**src/rtl/core_mem_port_if.sv**
```systemverilog
// Bundle between a core's memory requester, its core pipeline and its slice of the shared DataMEM ports.
// The master modport is the requester; the slave modport is the core/memory side.
interface core_mem_port_if #(
  parameter int TAM = 16
);
  logic           cpu_req_valid;
  logic           cpu_req_ready;
  logic           cpu_req_we;
  logic [TAM-1:0] cpu_req_addr;
  logic [TAM-1:0] cpu_req_wdata;
  logic           cpu_rsp_valid;
  logic [TAM-1:0] cpu_rsp_rdata;
  logic           cpu_rsp_err;
  logic           busy;
  logic [TAM-1:0] mem_addr;
  logic [TAM-1:0] mem_wdata;
  logic [1:0]     mem_ctrl;
  logic [TAM-1:0] mem_rdata;

  modport master (
    input  cpu_req_valid, cpu_req_we, cpu_req_addr, cpu_req_wdata, mem_rdata,
    output cpu_req_ready, cpu_rsp_valid, cpu_rsp_rdata, cpu_rsp_err, busy,
           mem_addr, mem_wdata, mem_ctrl
  );

  modport slave (
    output cpu_req_valid, cpu_req_we, cpu_req_addr, cpu_req_wdata, mem_rdata,
    input  cpu_req_ready, cpu_rsp_valid, cpu_rsp_rdata, cpu_rsp_err, busy,
           mem_addr, mem_wdata, mem_ctrl
  );
endinterface

```
**src/rtl/core_mem_port.sv**
```systemverilog
// Per-core DataMEM requester: buffers load/store requests in a small FIFO and runs them one at a time
// through a fixed-latency memory, returning a one-cycle response per request in order.
module core_mem_port #(
  parameter int TAM        = 16,
  parameter int Lmem       = 255,
  parameter int RD_LAT     = 2,
  parameter int WR_LAT     = 1,
  parameter int FIFO_DEPTH = 2
) (
  input logic              clk,
  input logic              rst,
  core_mem_port_if.master  io_bus
);

  localparam int PW     = $clog2(FIFO_DEPTH);
  localparam int MAXLAT = (RD_LAT > WR_LAT) ? RD_LAT : WR_LAT;
  localparam int CW     = $clog2(MAXLAT + 1);
  localparam logic [TAM-1:0] ADDR_MAX = TAM'(Lmem);

  typedef enum logic [1:0] {
    ST_IDLE,
    ST_ISSUE,
    ST_WAIT,
    ST_RESP
  } state_t;

  logic           r_fifo_we    [FIFO_DEPTH];
  logic [TAM-1:0] r_fifo_addr  [FIFO_DEPTH];
  logic [TAM-1:0] r_fifo_wdata [FIFO_DEPTH];
  logic [PW-1:0]  r_wr_ptr;
  logic [PW-1:0]  r_rd_ptr;
  logic [PW:0]    r_count;

  state_t         r_state;
  logic           r_op_we;
  logic           r_op_err;
  logic [CW-1:0]  r_cnt;
  logic [1:0]     r_mem_ctrl;
  logic [TAM-1:0] r_mem_addr;
  logic [TAM-1:0] r_mem_wdata;
  logic           r_rsp_valid;
  logic [TAM-1:0] r_rsp_rdata;
  logic           r_rsp_err;

  logic           w_full;
  logic           w_empty;
  logic           w_push;
  logic           w_take;
  logic           w_bypass;
  logic           w_store;
  logic           w_pop;
  logic           w_head_we;
  logic [TAM-1:0] w_head_addr;
  logic [TAM-1:0] w_head_wdata;
  logic           w_head_err;

  assign w_full  = (r_count == (PW+1)'(FIFO_DEPTH));
  assign w_empty = (r_count == '0);
  assign w_push  = io_bus.cpu_req_valid && !w_full;

  // An arriving request reaches ISSUE at the very next edge when the FIFO is empty.
  assign w_take   = ((r_state == ST_IDLE) || (r_state == ST_RESP)) && (!w_empty || w_push);
  assign w_bypass = w_take && w_empty;
  assign w_store  = w_push && !w_bypass;
  assign w_pop    = w_take && !w_empty;

  assign w_head_we    = w_empty ? io_bus.cpu_req_we    : r_fifo_we[r_rd_ptr];
  assign w_head_addr  = w_empty ? io_bus.cpu_req_addr  : r_fifo_addr[r_rd_ptr];
  assign w_head_wdata = w_empty ? io_bus.cpu_req_wdata : r_fifo_wdata[r_rd_ptr];
  assign w_head_err   = (w_head_addr > ADDR_MAX);

  always_ff @(posedge clk) begin
    if (w_store) begin
      r_fifo_we[r_wr_ptr]    <= io_bus.cpu_req_we;
      r_fifo_addr[r_wr_ptr]  <= io_bus.cpu_req_addr;
      r_fifo_wdata[r_wr_ptr] <= io_bus.cpu_req_wdata;
    end
  end

  always_ff @(posedge clk or negedge rst) begin
    if (!rst) begin
      r_wr_ptr <= '0;
      r_rd_ptr <= '0;
      r_count  <= '0;
    end else begin
      if (w_store) r_wr_ptr <= r_wr_ptr + PW'(1);
      if (w_pop)   r_rd_ptr <= r_rd_ptr + PW'(1);
      case ({w_store, w_pop})
        2'b10:   r_count <= r_count + (PW+1)'(1);
        2'b01:   r_count <= r_count - (PW+1)'(1);
        default: r_count <= r_count;
      endcase
    end
  end

  // Bus outputs are loaded on entry to ISSUE so they are live for exactly that cycle.
  always_ff @(posedge clk or negedge rst) begin
    if (!rst) begin
      r_state     <= ST_IDLE;
      r_op_we     <= 1'b0;
      r_op_err    <= 1'b0;
      r_cnt       <= '0;
      r_mem_ctrl  <= 2'b00;
      r_mem_addr  <= '0;
      r_mem_wdata <= '0;
      r_rsp_valid <= 1'b0;
      r_rsp_rdata <= '0;
      r_rsp_err   <= 1'b0;
    end else begin
      r_rsp_valid <= 1'b0;
      case (r_state)
        ST_IDLE, ST_RESP: begin
          if (w_take) begin
            r_state  <= ST_ISSUE;
            r_op_we  <= w_head_we;
            r_op_err <= w_head_err;
            if (!w_head_err) begin
              r_mem_ctrl  <= w_head_we ? 2'b10 : 2'b01;
              r_mem_addr  <= w_head_addr;
              r_mem_wdata <= w_head_wdata;
            end
          end else begin
            r_state <= ST_IDLE;
          end
        end
        ST_ISSUE: begin
          r_mem_ctrl <= 2'b00;
          if (r_op_err) begin
            r_state     <= ST_RESP;
            r_rsp_valid <= 1'b1;
            r_rsp_err   <= 1'b1;
            r_rsp_rdata <= '0;
          end else begin
            r_state <= ST_WAIT;
            r_cnt   <= r_op_we ? CW'(WR_LAT) : CW'(RD_LAT);
          end
        end
        ST_WAIT: begin
          if (r_cnt == CW'(1)) begin
            r_state     <= ST_RESP;
            r_rsp_valid <= 1'b1;
            r_rsp_err   <= 1'b0;
            r_rsp_rdata <= r_op_we ? '0 : io_bus.mem_rdata;
          end else begin
            r_cnt <= r_cnt - CW'(1);
          end
        end
        default: r_state <= ST_IDLE;
      endcase
    end
  end

  assign io_bus.cpu_req_ready = !w_full;
  assign io_bus.cpu_rsp_valid = r_rsp_valid;
  assign io_bus.cpu_rsp_rdata = r_rsp_rdata;
  assign io_bus.cpu_rsp_err   = r_rsp_err;
  assign io_bus.busy          = (r_state != ST_IDLE) || !w_empty;
  assign io_bus.mem_ctrl      = r_mem_ctrl;
  assign io_bus.mem_addr      = r_mem_addr;
  assign io_bus.mem_wdata     = r_mem_wdata;

endmodule

```
**src/flat_wrapper.sv**
```systemverilog
// flat-port wrapper written by rule: the top's interface ports become plain ports
module core_mem_port_flat 
#(
  parameter int TAM        = 16,
  parameter int Lmem       = 255,
  parameter int RD_LAT     = 2,
  parameter int WR_LAT     = 1,
  parameter int FIFO_DEPTH = 2
)
  (clk, rst, io_bus_cpu_req_valid, io_bus_cpu_req_we, io_bus_cpu_req_addr, io_bus_cpu_req_wdata, io_bus_mem_rdata, io_bus_cpu_req_ready, io_bus_cpu_rsp_valid, io_bus_cpu_rsp_rdata, io_bus_cpu_rsp_err, io_bus_busy, io_bus_mem_addr, io_bus_mem_wdata, io_bus_mem_ctrl);
  core_mem_port_if #(.TAM(TAM)) io_bus_i ();
  input logic clk;
  input logic rst;
  input wire logic [$bits(io_bus_i.cpu_req_valid)-1:0] io_bus_cpu_req_valid;
  input wire logic [$bits(io_bus_i.cpu_req_we)-1:0] io_bus_cpu_req_we;
  input wire logic [$bits(io_bus_i.cpu_req_addr)-1:0] io_bus_cpu_req_addr;
  input wire logic [$bits(io_bus_i.cpu_req_wdata)-1:0] io_bus_cpu_req_wdata;
  input wire logic [$bits(io_bus_i.mem_rdata)-1:0] io_bus_mem_rdata;
  output wire logic [$bits(io_bus_i.cpu_req_ready)-1:0] io_bus_cpu_req_ready;
  output wire logic [$bits(io_bus_i.cpu_rsp_valid)-1:0] io_bus_cpu_rsp_valid;
  output wire logic [$bits(io_bus_i.cpu_rsp_rdata)-1:0] io_bus_cpu_rsp_rdata;
  output wire logic [$bits(io_bus_i.cpu_rsp_err)-1:0] io_bus_cpu_rsp_err;
  output wire logic [$bits(io_bus_i.busy)-1:0] io_bus_busy;
  output wire logic [$bits(io_bus_i.mem_addr)-1:0] io_bus_mem_addr;
  output wire logic [$bits(io_bus_i.mem_wdata)-1:0] io_bus_mem_wdata;
  output wire logic [$bits(io_bus_i.mem_ctrl)-1:0] io_bus_mem_ctrl;
  assign io_bus_i.cpu_req_valid = io_bus_cpu_req_valid;
  assign io_bus_i.cpu_req_we = io_bus_cpu_req_we;
  assign io_bus_i.cpu_req_addr = io_bus_cpu_req_addr;
  assign io_bus_i.cpu_req_wdata = io_bus_cpu_req_wdata;
  assign io_bus_i.mem_rdata = io_bus_mem_rdata;
  assign io_bus_cpu_req_ready = io_bus_i.cpu_req_ready;
  assign io_bus_cpu_rsp_valid = io_bus_i.cpu_rsp_valid;
  assign io_bus_cpu_rsp_rdata = io_bus_i.cpu_rsp_rdata;
  assign io_bus_cpu_rsp_err = io_bus_i.cpu_rsp_err;
  assign io_bus_busy = io_bus_i.busy;
  assign io_bus_mem_addr = io_bus_i.mem_addr;
  assign io_bus_mem_wdata = io_bus_i.mem_wdata;
  assign io_bus_mem_ctrl = io_bus_i.mem_ctrl;
  core_mem_port #(.TAM(TAM), .Lmem(Lmem), .RD_LAT(RD_LAT), .WR_LAT(WR_LAT), .FIFO_DEPTH(FIFO_DEPTH)) u_core (.clk(clk), .rst(rst), .io_bus(io_bus_i));
endmodule
```
**config.mk**
```make
export PLATFORM = sky130hd
export DESIGN_NAME = core_mem_port_flat
export DESIGN_NICKNAME = d
export VERILOG_FILES = /design/src/rtl/core_mem_port_if.sv /design/src/rtl/core_mem_port.sv /design/src/flat_wrapper.sv
export SDC_FILE = /design/constraint.sdc
export NUM_CORES = 1
export LEC_CHECK = 0
export CAP_MARGIN = 20
export CORE_AREA = 2 2 132 134
export CTS_BUF_LIST = sky130_fd_sc_hd__clkbuf_2
export CTS_CLUSTER_SIZE = 14
export DETAILED_ROUTE_END_ITERATION = 6
export DIE_AREA = 0 0 134 136
export GPL_TIMING_DRIVEN = 0
export PLACE_DENSITY = 0.56
export SLEW_MARGIN = 20
export SYNTH_ARGS = -nofsm -noshare
export SYNTH_HDL_FRONTEND = slang
export SYNTH_SLANG_ARGS = --single-unit
```
**constraint.sdc**
```tcl
create_clock -name clk -period 2.9 [get_ports clk]
set_input_delay 0.435 -clock clk [delete_from_list [all_inputs] [get_ports clk]]
set_output_delay 0.435 -clock clk [all_outputs]
set_load 0.01 [all_outputs]
```
==> Yosys cells after proc, flatten, opt, wreduce, memory -nomap -nowiden <==
Memory sizes are Yosys's and may differ from the RTL's.
Cells that the tools add are included.
{ "classes": {"magnitude_cmp": 1, "n_reduce_logical": 23, "eq_ne": 13, "n_bitwise": 1, "muxes": 28, "add_sub_neg": 5} }
{ "op_table": {"columns": ["op", "count"], "rows": [
  ["16-bit 2-to-1 mux", 5],
  ["16-bit one-hot mux with 2 select lines", 1],
  ["16-bit by 8-bit greater-than comparator with 1-bit output (second input constant)", 1],
  ["2-bit 2-to-1 mux", 7],
  ["2-bit one-hot mux with 2 select lines", 3],
  ["3-bit AND reduction", 4],
  ["1-bit 2-to-1 mux", 9],
  ["2-bit equality test (second input constant)", 4],
  ["2-bit nonzero test", 4],
  ["2-bit by 1-bit equality test with 1-bit output (second input constant)", 3],
  ["2-bit by 1-bit != test with 1-bit output (second input constant)", 3],
  ["2-bit != test (second input constant)", 3],
  ["2-bit one-hot mux with 3 select lines", 1],
  ["1-bit logical AND", 5],
  ["2-bit logical NOT", 2],
  ["1-bit one-hot mux with 2 select lines", 2],
  ["2-bit by 1-bit subtractor with 2-bit output (second input constant)", 2],
  ["1-bit logical NOT", 3],
  ["1-bit logical OR", 3],
  ["1-bit adder (second input constant)", 2],
  ["2-bit by 1-bit adder with 2-bit output (second input constant)", 1],
  ["2-bit AND reduction", 1],
  ["2-bit OR reduction", 1],
  ["1-bit NOT", 1]
]} }
{ "totals": {"wordCells": 87, "mem_bits_rw": 66, "out_inout_bits": 54, "n_memories": 3, "input_bits": 52, "register_bits": 62} }
{ "mem_list": {"columns": ["name", "depth", "word_bits", "read_ports", "rd_ports_with_merged_regs", "write_ports", "line", "rtl"], "rows": [
  ["u_core.r_fifo_addr", 2, 16, 1, 0, 1, "core_mem_port.sv:28", "logic [TAM-1:0] r_fifo_addr [FIFO_DEPTH];"],
  ["u_core.r_fifo_wdata", 2, 16, 1, 0, 1, "core_mem_port.sv:29", "logic [TAM-1:0] r_fifo_wdata [FIFO_DEPTH];"],
  ["u_core.r_fifo_we", 2, 1, 1, 0, 1, "core_mem_port.sv:27", "logic r_fifo_we [FIFO_DEPTH];"]
]} }

==> Longest topological paths before layout <==
Gate-level depths: netlist (run 1).
{ "depth": {"ltp_word": 10, "ltp_mapped": 9, "depth_no_buf": 8} }

==> Least setup slack after synthesis (run 1) <==
Ideal clock, no wire load.
{ "synth_path": {"kind": "flip-flop to flip-flop", "start": "reg u_core.r_state[0]", "end": "mem u_core.r_fifo_addr[0][0] (enable)", "arrival_ns": 2.710, "setup_ns": 0.423, "path_slack_ns": -0.233, "stages_incl_launch_ff": 7, "n_path_buf": 1, "period_less_slack_ns": 3.133, "t_required_ns": 2.477, "path_cell_list": "dfrtp_1 -> inv_1 -> ha_1 -> clkbuf_1 -> nor2b_1 -> o21ai_0 -> nor2_1"} }
{ "synth_via": {"elab_chain_cells": 8, "word_cells_on_any_way": 9, "classes_between": "eq/ne: 1; mux: 2; reduce/logical: 6"} }
{ "synth_rtl": {"columns": ["element", "line", "rtl"], "rows": [
  ["from (decl)", "core_mem_port.sv:34", "state_t r_state;"],
  ["from (signal assigned)", "core_mem_port.sv:99", "r_state <= ST_IDLE;"],
  ["from (signal assigned)", "core_mem_port.sv:114", "r_state <= ST_ISSUE;"],
  ["from (signal assigned)", "core_mem_port.sv:123", "r_state <= ST_IDLE;"],
  ["2-bit equality test / 2-bit logical NOT (equally long branches)", "core_mem_port.sv:62", "assign w_take = ((r_state == ST_IDLE) || (r_state == ST_RESP)) && (!w_empty || w_push);"],
  ["1-bit logical OR (*)", "core_mem_port.sv:62", null],
  ["1-bit logical AND (*)", "core_mem_port.sv:62", null],
  ["1-bit logical AND (*)", "core_mem_port.sv:63", "assign w_bypass = w_take && w_empty;"],
  ["1-bit logical NOT (*)", "core_mem_port.sv:64", "assign w_store = w_push && !w_bypass;"],
  ["1-bit logical AND (*)", "core_mem_port.sv:64", null],
  ["1-bit 2-to-1 mux (*)", "core_mem_port.sv:73", "if (w_store) begin"],
  ["1-bit 2-to-1 mux (not written as such) (*)", "core_mem_port.sv:75", "r_fifo_addr[r_wr_ptr] <= io_bus.cpu_req_addr;"],
  ["to (decl)", "core_mem_port.sv:28", null]
]} }
Every way passes the cells marked *; elsewhere a longest branch is shown, timed or not.

==> Worst setup path in the final report (run 1) <==
{ "layout_path": {"start": "reg u_core.r_count[1]", "end": "out io_bus_busy"} }
{ "layout_via": {"elab_chain_cells": 3} }
{ "layout_rtl": {"columns": ["element", "line", "rtl"], "rows": [
  ["from (decl)", "core_mem_port.sv:32", "logic [PW:0] r_count;"],
  ["from (signal assigned)", "core_mem_port.sv:89", "2'b10: r_count <= r_count + (PW+1)'(1);"],
  ["from (signal assigned)", "core_mem_port.sv:90", "2'b01: r_count <= r_count - (PW+1)'(1);"],
  ["from (signal assigned)", "core_mem_port.sv:91", "default: r_count <= r_count;"],
  ["2-bit logical NOT", "core_mem_port.sv:58", "assign w_empty = (r_count == '0);"],
  ["1-bit logical NOT", "core_mem_port.sv:157", "assign io_bus.busy = (r_state != ST_IDLE) || !w_empty;"],
  ["1-bit logical OR", "core_mem_port.sv:157", null],
  ["to (decl)", "flat_wrapper.sv:23", "output wire logic [$bits(io_bus_i.busy)-1:0] io_bus_busy;"]
]} }
No other way between the ends.

==> qor.csv, run 1 <==
metric,value,unit
initial antenna violation count,1,
die area,18200,µm²
worst slew pin tran,0.608,ns
Synthesized Nets,457,
leakage power total,0.00270,µW
I/O pin count,106,
largest net degree at the start of global routing,52,
pre-CTS setup slack,0.0634,ns
setup ws final,0.214,ns
Slew Limit Fails,0,
Via density,4.53,
HP Class,input pin to asynchronous set/reset pin,
post-synthesis sequential area ratio,0.693,
RSZ-0062 raised after global routing,false,
fin cells,769,
"slowest stage cell, crit path",dfrtp_1,
layout cells sized above 1,0.116,
Fill cells,1603,
clock tree buffer depth,2,
Chip Width,134,µm
Placement Cell Area,6530,µm²
final setup vio count,0,
Synth Register Bits,128,
outcome,"complete, no violations",
CTS tree,built,
crit path max fanout,10,
Inserted Clock Buffers,17,
chip height,136,µm
worst clock skew,0.0301,ns
Clock transition at path regs,0.18,ns
Layout area overhead,35.0,%
global-route wire length before repair,19.1,mm
Mean Syn Cell Area,12.7,µm²
Max-slew headroom,0.592,
gpl congestion,0.736,
Placed Cells,733,
final-report hold violation count,0,
routed len/inst,15.6,µm
"commonest non-fill, non-tap cell in the layout",clkdlybuf4s50_1,
initial DRC count,260,
# rows,48,
H-tree Lvls,4,
vias in the first global route,3680,
total number of vias,3486,
gr ovfl total,0,
fin crit share,0.926,
pwr dens,944,nW/µm²
ys flop type,edfxtp_1,
largest stage delay on the critical path,0.50,ns
Routed WL,12.0,mm
Required @ worst endpoint,2.47,ns
"commonest non-fill, non-tap cells in the layout","clkdlybuf4s50_1, edfxtp_1, nand2_1, dfrtp_1, nor2_1",
min Tclk post-route,2.69,ns
worst-case reg-to-reg path depth,8,
core area,16900,µm²
yosys warns,0,
Setup CP Type,register to output port,
design area,6880,µm²
element type at the critical path end,output port,
r2r endpoint,u_core.r_count[1]$_DFFE_PN0P_,
Pre-antenna DRT Iters,4,
Clock Sinks,128,
Gate Count Post-Synth,400,
IO buf count,105,
GRT Util Overall,0.138,
setup tns final,0,ns
arrival time worst endpoint,2.25,ns
ys async rst share,0.484,
Mapped Area,5100,µm²
post-DP HPWL,8.32,mm
Routed Antenna Nets,0,
root buffer cell,clkbuf_2,
crit-path cells,nor2_4 > clkbuf_4 > nand2_1 > clkdlybuf4s50_1,
final net count,587,
initial core utilization,0.302,
Netlist cell types,41,
r2r setup slk,0.38,ns
Max Fclk,372,MHz
# Max-Cap Violations,0,
Post-route DRC,0,
Final Util,0.408,
worst-skew pair later-pin latency,0.70,ns
Post-synth EDFFs,66,
maximum VDD drop,0.295,mV
r2r startpoint,u_core.r_state[0]$_DFFE_PN0N_,
Startpoint Class,register,
metrics by stage:
step           hold slack, ns  total power (µW)
6_report               0.0998              6500
3_3_place_gp            0.465              5080
4_1_cts                0.0195              6550
2_1_floorplan           0.139              4150
5_1_grt                0.0129              6950
3_5_place_dp            0.296              5200
final cells by class:
type | count | area [µm²] | share of cell area
repair buffers | 112 | 1190 | 0.173
flip-flops and latches | 128 | 3530 | 0.514
diodes | 1 | 2.50 | 0.000364
plain buffers | 21 | 120 | 0.0175
inverters | 4 | 15.0 | 0.00218
multi-input cells | 246 | 1450 | 0.211
clock inverters | 13 | 193 | 0.0280
well taps | 225 | 282 | 0.0409
clock buffers | 19 | 95.1 | 0.0138
worst max-delay path: cells and delay by family (launching register included):
| family | cells | cell delay [ns] |
|---|---|---|
| and+or+nand+nor | 2 | 0.30 |
| DFF | 1 | 0.50 |
| buffers and inverters | 2 | 0.76 |
report_power, final:
| part | total, µW | switching (µW) | internal [µW] |
|---|---|---|---|
| Clock | 1290 | 639 | 649 |
| Combinational | 2540 | 1410 | 1130 |
| Sequential | 2670 | 232 | 2440 |
| Total | 6500 | 2280 | 4220 |
cell usage after synthesis (2+ instances only):
cell type | instances | area, µm²
o21ai_1 | 19 | 95.1
o21ai_0 | 20 | 100
and2_1 | 8 | 50.1
nor2_1 | 36 | 135
edfxtp_1 | 66 | 1980
xnor2_1 | 3 | 26.3
buf_6 | 4 | 45.0
ha_1 | 5 | 62.6
buf_2 | 6 | 30.0
nand2b_1 | 3 | 18.8
nand2_1 | 62 | 233
nor3_1 | 4 | 20.0
xor2_1 | 2 | 17.5
dfrtp_1 | 62 | 1550
nor2b_1 | 4 | 25.0
mux2i_1 | 24 | 240
clkbuf_1 | 12 | 45.0
inv_1 | 4 | 15.0
a21oi_1 | 27 | 135
o21ai_2 | 5 | 43.8
a211oi_1 | 3 | 22.5
o22a_1 | 2 | 17.5
state kept, by name, indices dropped and copies added (netlist names), 2 cells and up:
signal / count
u_core.r_cnt: 2
u_core.r_count: 2
u_core.r_state: 2
u_core.r_fifo_addr: 32
u_core.r_fifo_wdata: 32
u_core.io_bus.mem_addr: 16
u_core.io_bus.mem_wdata: 16
u_core.io_bus.cpu_rsp_rdata: 16
u_core.io_bus.mem_ctrl: 2
u_core.r_fifo_we: 2
cell families after synthesis:
| logic type | share of synthesized area |
|---|---|
| AOI/OAI and AO/OA | 0.0977 |
| and+or+nand+nor | 0.113 |
| buffers and inverters | 0.0265 |
| DFF | 0.693 |
| adders and majority gates | 0.0123 |
| muxes | 0.0493 |
| xor gates and xnor gates | 0.00859 |
routing by layer:
metal	share of wire	up-vias	global-route usage
met5	0	-	0
met4	0.027	0	0.0733
met3	0.042	21	0.0447
met2	0.48	69	0.219
met1	0.45	1715	0.168
li1	-	1681	-
repair_timing:
action | in CTS | in global routing
hold buffers | 1 | 0
pin swaps | 0 | 2
gates resized for setup | 4 | 2
gates cloned | 0 | 0
hold endpoints to repair | 62 | 0
setup buffers | 0 | 3
setup endpoints to repair | 1 | 37
worst max-delay path by stage:
stage                                        startpoint                                  end  slack [ns]  depth (start not counted)
after floorplan           u_core.r_state[0]$_DFFE_PN0N_   u_core.r_fifo_addr[0][0]$_DFFE_PP_       -0.23                          6
after global routing      u_core.r_count[1]$_DFFE_PN0P_                          io_bus_busy       0.005                          4
after CTS                 u_core.r_count[0]$_DFFE_PN0P_                          io_bus_busy       0.005                          5
after global placement    u_core.r_state[0]$_DFFE_PN0N_  u_core.r_fifo_wdata[1][4]$_DFFE_PP_       -1.42                          6
after detailed placement  u_core.r_state[0]$_DFFE_PN0N_   u_core.r_fifo_addr[0][3]$_DFFE_PP_        0.06                          7
final                     u_core.r_count[1]$_DFFE_PN0P_                          io_bus_busy        0.21                          4
(Power assumes the default switching activity.)
==> run 2, diff against run 1 <==
--- a/config.mk
+++ b/config.mk
@@ -12,8 +12,8 @@
 export DETAILED_ROUTE_END_ITERATION = 6
 export DIE_AREA = 0 0 134 136
 export GPL_TIMING_DRIVEN = 0
-export PLACE_DENSITY = 0.56
-export SLEW_MARGIN = 20
+export REMOVE_ABC_BUFFERS = 1
+export SLEW_MARGIN = 5
 export SYNTH_ARGS = -nofsm -noshare
 export SYNTH_HDL_FRONTEND = slang
 export SYNTH_SLANG_ARGS = --single-unit
==> qor.csv, run 2 (same netlist as run 1, synthesis figures left out) <==
metric,value,unit,change
root buffer cell,clkbuf_2,,
# Max-Cap Violations,0,,unchanged
Hold Crit Depth,3,,
"commonest non-fill, non-tap cells in the layout","clkdlybuf4s50_1, edfxtp_1, nand2_1, dfrtp_1, nor2_1",,
post-DP HPWL,7.48,mm,-10%
"commonest non-fill, non-tap cell in the layout",clkdlybuf4s50_1,,
H-tree Lvls,4,,unchanged
core area,16900,µm²,unchanged
CTS tree,built,,
layout cells sized above 1,0.110,,-0.00555
vias in the first global route,3539,,-3.8%
Clock Sinks,128,,unchanged
clock tree buffer depth,2,,unchanged
Startpoint Class,register,,
largest net degree at the start of global routing,63,,+21%
Pre-antenna DRT Iters,4,,unchanged
pwr dens,939,nW/µm²,-0.56%
Post-route DRC,0,,unchanged
initial DRC count,131,,-50%
fin crit share,0.910,,-0.0169
I/O pin count,106,,unchanged
Top Registers,"u_core.r_fifo_addr: 32 flops, u_core.r_fifo_wdata: 32 flops",,
leakage power total,0.00265,µW,-2.1%
gpl congestion,0.750,,+1.8%
final-report hold violation count,0,,unchanged
Routed WL,11.2,mm,-6.8%
GRT Util Overall,0.131,,-0.00737
HP Class,input pin to register,,
die area,18200,µm²,unchanged
worst clock skew,0.0226,ns,-0.00746 ns
pre-CTS setup slack,0.357,ns,+0.294 ns
internal power,4090,µW,-3.1%
maximum VDD drop,0.452,mV,+53%
worst slew pin tran,1.03,ns,+0.421 ns
Required @ worst endpoint,3.54,ns,+1.07 ns
final setup vio count,0,,unchanged
Clock transition at path regs,0.20,ns,+0.02 ns
Routed Antenna Nets,0,,unchanged
arrival time worst endpoint,3.28,ns,+1.03 ns
routed len/inst,14.9,µm,-4.7%
element type at the critical path end,register,,
crit path max fanout,12,,+2
switching pwr,2290,µW,+0.51%
final net count,569,,-3.1%
initial core utilization,0.302,,unchanged
RSZ-0062 raised after global routing,false,,
r2r setup slk,0.26,ns,-0.12 ns
initial antenna violation count,1,,unchanged
r2r startpoint,u_core.r_state[0]$_DFFE_PN0N_,,
worst-case reg-to-reg path depth,7,,-1
chip height,136,µm,unchanged
total number of vias,3369,,-3.4%
Chip Width,134,µm,unchanged
# rows,48,,unchanged
setup tns final,0,ns,unchanged
Slew Limit Fails,0,,unchanged
HP Start,io_bus_mem_rdata[4],,
Layout area overhead,33.3,%,
outcome,"complete, no violations",,
global-route wire length before repair,18.3,mm,-4.3%
min Tclk post-route,2.64,ns,-0.0489 ns
Setup CP Type,register to register,,
worst-skew pair later-pin latency,0.70,ns,about the same
Max Fclk,379,MHz,+1.9%
gr ovfl total,0,,unchanged
Gate power share,0.377,,-0.014
Max-slew headroom,0.312,,-0.280
setup ws final,0.262,ns,+0.0489 ns
Clk network pwr share,0.195,,-0.003
sequential share of power,0.428,,+0.017
Switching Share,0.360,,+0.00829
Via density,4.48,,-1.2%
worst setup path startpoint,u_core.r_state[0]$_DFFE_PN0N_,,
IO buf count,105,,unchanged
Inserted Clock Buffers,17,,unchanged
## run 2: cell type report
type | instances | area (µm²)
Timing Repair Buffer | 114 | 1220
Inverter | 4 | 15.0
Clock inverter | 15 | 189
Clock buffer | 17 | 85.1
Multi-Input combinational cell | 247 | 1470
Antenna cell | 2 | 5.00
Tap cell | 225 | 282
Sequential cell | 128 | 3530
Fill cell | 1640 | 10100
## run 2: power by group through the flow
| stage | Clock (µW) | Combinational [µW] | Sequential, µW |
|---|---|---|---|
| after floorplan | 0 | 1260 | 2830 |
| after global placement | 0 | 2150 | 2820 |
| after detailed placement | 0 | 2400 | 2760 |
| after CTS | 1300 | 2440 | 2750 |
| after global routing | 1370 | 2660 | 2800 |
| final | 1240 | 2410 | 2730 |
## run 2: final timing paths
kind	endpoint
max	u_core.r_count[1]$_DFFE_PN0P_
min	u_core.io_bus.cpu_rsp_rdata[4]$_DFFE_PN0P_
max reg2reg	u_core.r_count[1]$_DFFE_PN0P_
min reg2reg	u_core.io_bus.mem_addr[1]$_DFFE_PN0P_
max in group asynchronous	u_core.r_rd_ptr$_DFFE_PN0P_
min in group asynchronous	u_core.io_bus.cpu_rsp_rdata[3]$_DFFE_PN0P_
## run 2: per-stage QoR
stage / power (µW) / hold WS (ns) / cell area [µm²] / instances / utilization
2_1_floorplan: 4090 / 0.139 / 4980 / 378 / -
3_3_place_gp: 4970 / 0.461 / 6310 / 708 / 0.374
3_5_place_dp: 5160 / 0.470 / 6490 / 714 / 0.384
4_1_cts: 6480 / 0.155 / 6780 / 749 / 0.402
5_1_grt: 6830 / 0.157 / 6790 / 751 / 0.403
6_report: 6380 / 0.264 / 6800 / 752 / 0.403
## run 2: worst max-delay path, cell delays in order (launching register included)
cell and delay, ns:
dfrtp_1 0.42, inv_1 0.07, ha_1 0.44, nor2b_1 0.19
o21ai_0 0.75, ha_1 0.40, nor2_1 0.14, xor2_1 0.17
## run 2: timing repair
action	in CTS	in global routing
buffers inserted	1	0
gates resized for setup	0	0
hold buffers	1	0
endpoints found under the setup margin	1	0
hold endpoints to repair	62	0
## run 2: metal layers
layer  routed length, µm  track usage  share of wire
met1                4890        0.156           0.44
met5                   0            0              0
met3                 609       0.0518          0.054
met2                5520        0.220           0.49
met4                 193       0.0384          0.017
==> run 3, diff against run 2 <==
--- a/config.mk
+++ b/config.mk
@@ -6,12 +6,13 @@
 export NUM_CORES = 1
 export LEC_CHECK = 0
 export CAP_MARGIN = 20
-export CORE_AREA = 2 2 132 134
+export CORE_AREA = 2 2 115 117
 export CTS_BUF_LIST = sky130_fd_sc_hd__clkbuf_2
 export CTS_CLUSTER_SIZE = 14
 export DETAILED_ROUTE_END_ITERATION = 6
-export DIE_AREA = 0 0 134 136
+export DIE_AREA = 0 0 117 119
 export GPL_TIMING_DRIVEN = 0
+export PLACE_DENSITY = 0.68
 export REMOVE_ABC_BUFFERS = 1
 export SLEW_MARGIN = 5
 export SYNTH_ARGS = -nofsm -noshare
==> qor.csv, run 3 (same netlist as run 1, synthesis figures left out) <==
metric,value,unit,change
routed len/inst,14.5,µm,-2.9%
layout cells sized above 1,0.106,,-0.00401
post-DP HPWL,6.64,mm,-11%
Fill cells,1137,,-31%
Top Registers,"u_core.r_fifo_addr: 32 flops, u_core.r_fifo_wdata: 32 flops",,
final-report hold violation count,0,,unchanged
global-route wire length before repair,16.5,mm,-9.7%
sequential share of power,0.434,,+0.006
element type at the critical path end,register,,
Required @ worst endpoint,3.35,ns,-0.19 ns
Startpoint Class,register,,
die area,13900,µm²,-24%
worst clock skew,0.0297,ns,+0.00708 ns
maximum VDD drop,1.18,mV,+160%
Layout area overhead,30.8,%,
initial DRC count,130,,-0.76%
Max-slew headroom,0.319,,+0.00679
Pre-antenna DRT Iters,4,,unchanged
final net count,570,,+0.18%
CTS tree,built,,
GRT Util Overall,0.155,,+0.0243
clock tree buffer depth,2,,unchanged
"commonest non-fill, non-tap cells in the layout","clkdlybuf4s50_1, edfxtp_1, nand2_1, dfrtp_1, nor2_1",,
Routed WL,10.2,mm,-9.3%
"commonest non-fill, non-tap cell in the layout",clkdlybuf4s50_1,,
fin crit share,0.903,,-0.00604
Final Util,0.518,,+0.115
# Max-Cap Violations,0,,unchanged
Chip Width,117,µm,-13%
switching pwr,2200,µW,-4.0%
I/O pin count,106,,unchanged
root buffer cell,clkbuf_2,,
total number of vias,3349,,-0.59%
gpl congestion,0.760,,+1.3%
Via density,4.77,,+6.5%
Gate power share,0.403,,+0.026
largest net degree at the start of global routing,63,,unchanged
Post-route DRC,0,,unchanged
pre-CTS setup slack,0.288,ns,-0.0693 ns
Slew Limit Fails,0,,unchanged
core area,12900,µm²,-24%
Max Fclk,382,MHz,+0.67%
HP Class,input pin to register,,
# rows,42,,-13%
crit path max fanout,19,,+7
Clock Sinks,128,,unchanged
pwr dens,928,nW/µm²,-1.2%
sequential standard cell area,3530,µm²,unchanged
Clock transition at path regs,0.18,ns,-0.02 ns
internal power,3990,µW,-2.4%
initial antenna violation count,0,,-1
min Tclk post-route,2.62,ns,-0.0175 ns
gr ovfl total,0,,unchanged
Inserted Clock Buffers,17,,unchanged
Switching Share,0.356,,-0.00389
area of the multi-input gates,1470,µm²,unchanged
Clk network pwr share,0.163,,-0.032
H-tree Lvls,4,,unchanged
vias in the first global route,3419,,-3.4%
setup ws final,0.280,ns,+0.0175 ns
worst slew pin tran,1.02,ns,-0.00940 ns
IO buf count,105,,unchanged
RSZ-0062 raised after global routing,false,,
chip height,119,µm,-13%
diode count,0,,-2
final setup vio count,0,,unchanged
cts repair resizes,0,,unchanged
Setup CP Type,register to register,,
arrival time worst endpoint,3.07,ns,-0.21 ns
Routed Antenna Nets,0,,unchanged
leakage power total,0.00263,µW,-0.76%
outcome,"complete, no violations",,
initial core utilization,0.396,,+0.0939
worst-skew pair later-pin latency,0.70,ns,about the same
[run 3: changes by cell type in the layout (fill, tap and decap cells not counted), sizes merged]
| cell | before | now |
|---|---|---|
| clkinv | 6 | 8 |
| clkbuf | 17 | 22 |
| inv | 8 | 4 |
| diode | 2 | 0 |
| clkinvlp | 1 | 0 |
| bufinv | 4 | 2 |
| buf | 9 | 10 |
[run 3: final timing paths]
| kind | start | end | slack, ns | cells after the start |
|---|---|---|---|---|
| max | u_core.r_state[0]$_DFFE_PN0N_ | u_core.r_fifo_wdata[0][9]$_DFFE_PP_ | 0.28 | 6 |
| min | io_bus_mem_rdata[6] | u_core.io_bus.cpu_rsp_rdata[6]$_DFFE_PN0P_ | 0.27 | 3 |
| max reg2reg | u_core.r_state[0]$_DFFE_PN0N_ | u_core.r_fifo_wdata[0][9]$_DFFE_PP_ | 0.28 | 6 |
| min reg2reg | u_core.io_bus.cpu_rsp_rdata[13]$_DFFE_PN0P_ | u_core.io_bus.cpu_rsp_rdata[13]$_DFFE_PN0P_ | 0.50 | 2 |
| max in group asynchronous | rst | u_core.r_rd_ptr$_DFFE_PN0P_ | 1.98 | 2 |
| min in group asynchronous | rst | u_core.io_bus.mem_ctrl[1]$_DFFE_PN0P_ | 0.35 | 2 |
[run 3: metal layers]
metal	global-route usage	up-vias	part of all wire	wire length, µm
met3	0.0738	11	0.078	797
met4	0.0463	0	0.011	112
met5	0	-	0	0
li1	-	1645	-	-
met1	0.190	1592	0.42	4290
met2	0.243	101	0.49	4970
[run 3: area by class of cell]
type                            count  share of cell area
Clock buffer                       22              0.0165
Clock inverter                     10              0.0143
Inverter                            4             0.00225
Multi-Input combinational cell    247               0.220
Sequential cell                   128               0.530
Tap cell                          176              0.0330
Timing Repair Buffer              115               0.184
[run 3: repair_timing]
action / 4_1_cts / 5_1_grt
hold buffers: 1 / 0
endpoints found under the hold margin: 62 / 0
setup buffers: 0 / 3
endpoints found under the setup margin: 0 / 1
[run 3: power by group through the flow]
stage	combinational, µW	sequential [µW]	clock, µW
after detailed placement	2420	2710	0
after CTS	2430	2670	1040
after global routing	2790	2740	1130
after floorplan	1260	2830	0
final	2500	2690	1010
after global placement	2120	2800	0
[run 3: per-stage QoR]
step	power (µW)	setup TNS [ns]	hold slack (ns)	instance area (µm²)	std cells
after detailed placement	5130	0	0.468	6410	664
after global placement	4910	-221.03	0.461	6250	659
after CTS	6150	0	0.197	6630	697
final	6190	0	0.266	6670	702
after global routing	6660	0	0.183	6670	702
after floorplan	4090	-44.80	0.139	4980	378
[run 3: critical path, stage by stage, from the launching register on]
cell and delay, ns:
dfrtp_1 0.42, inv_1 0.08, ha_1 0.45, nor2b_1 0.19
o21ai_0 0.71, nor2_4 0.27, buf_16 0.26
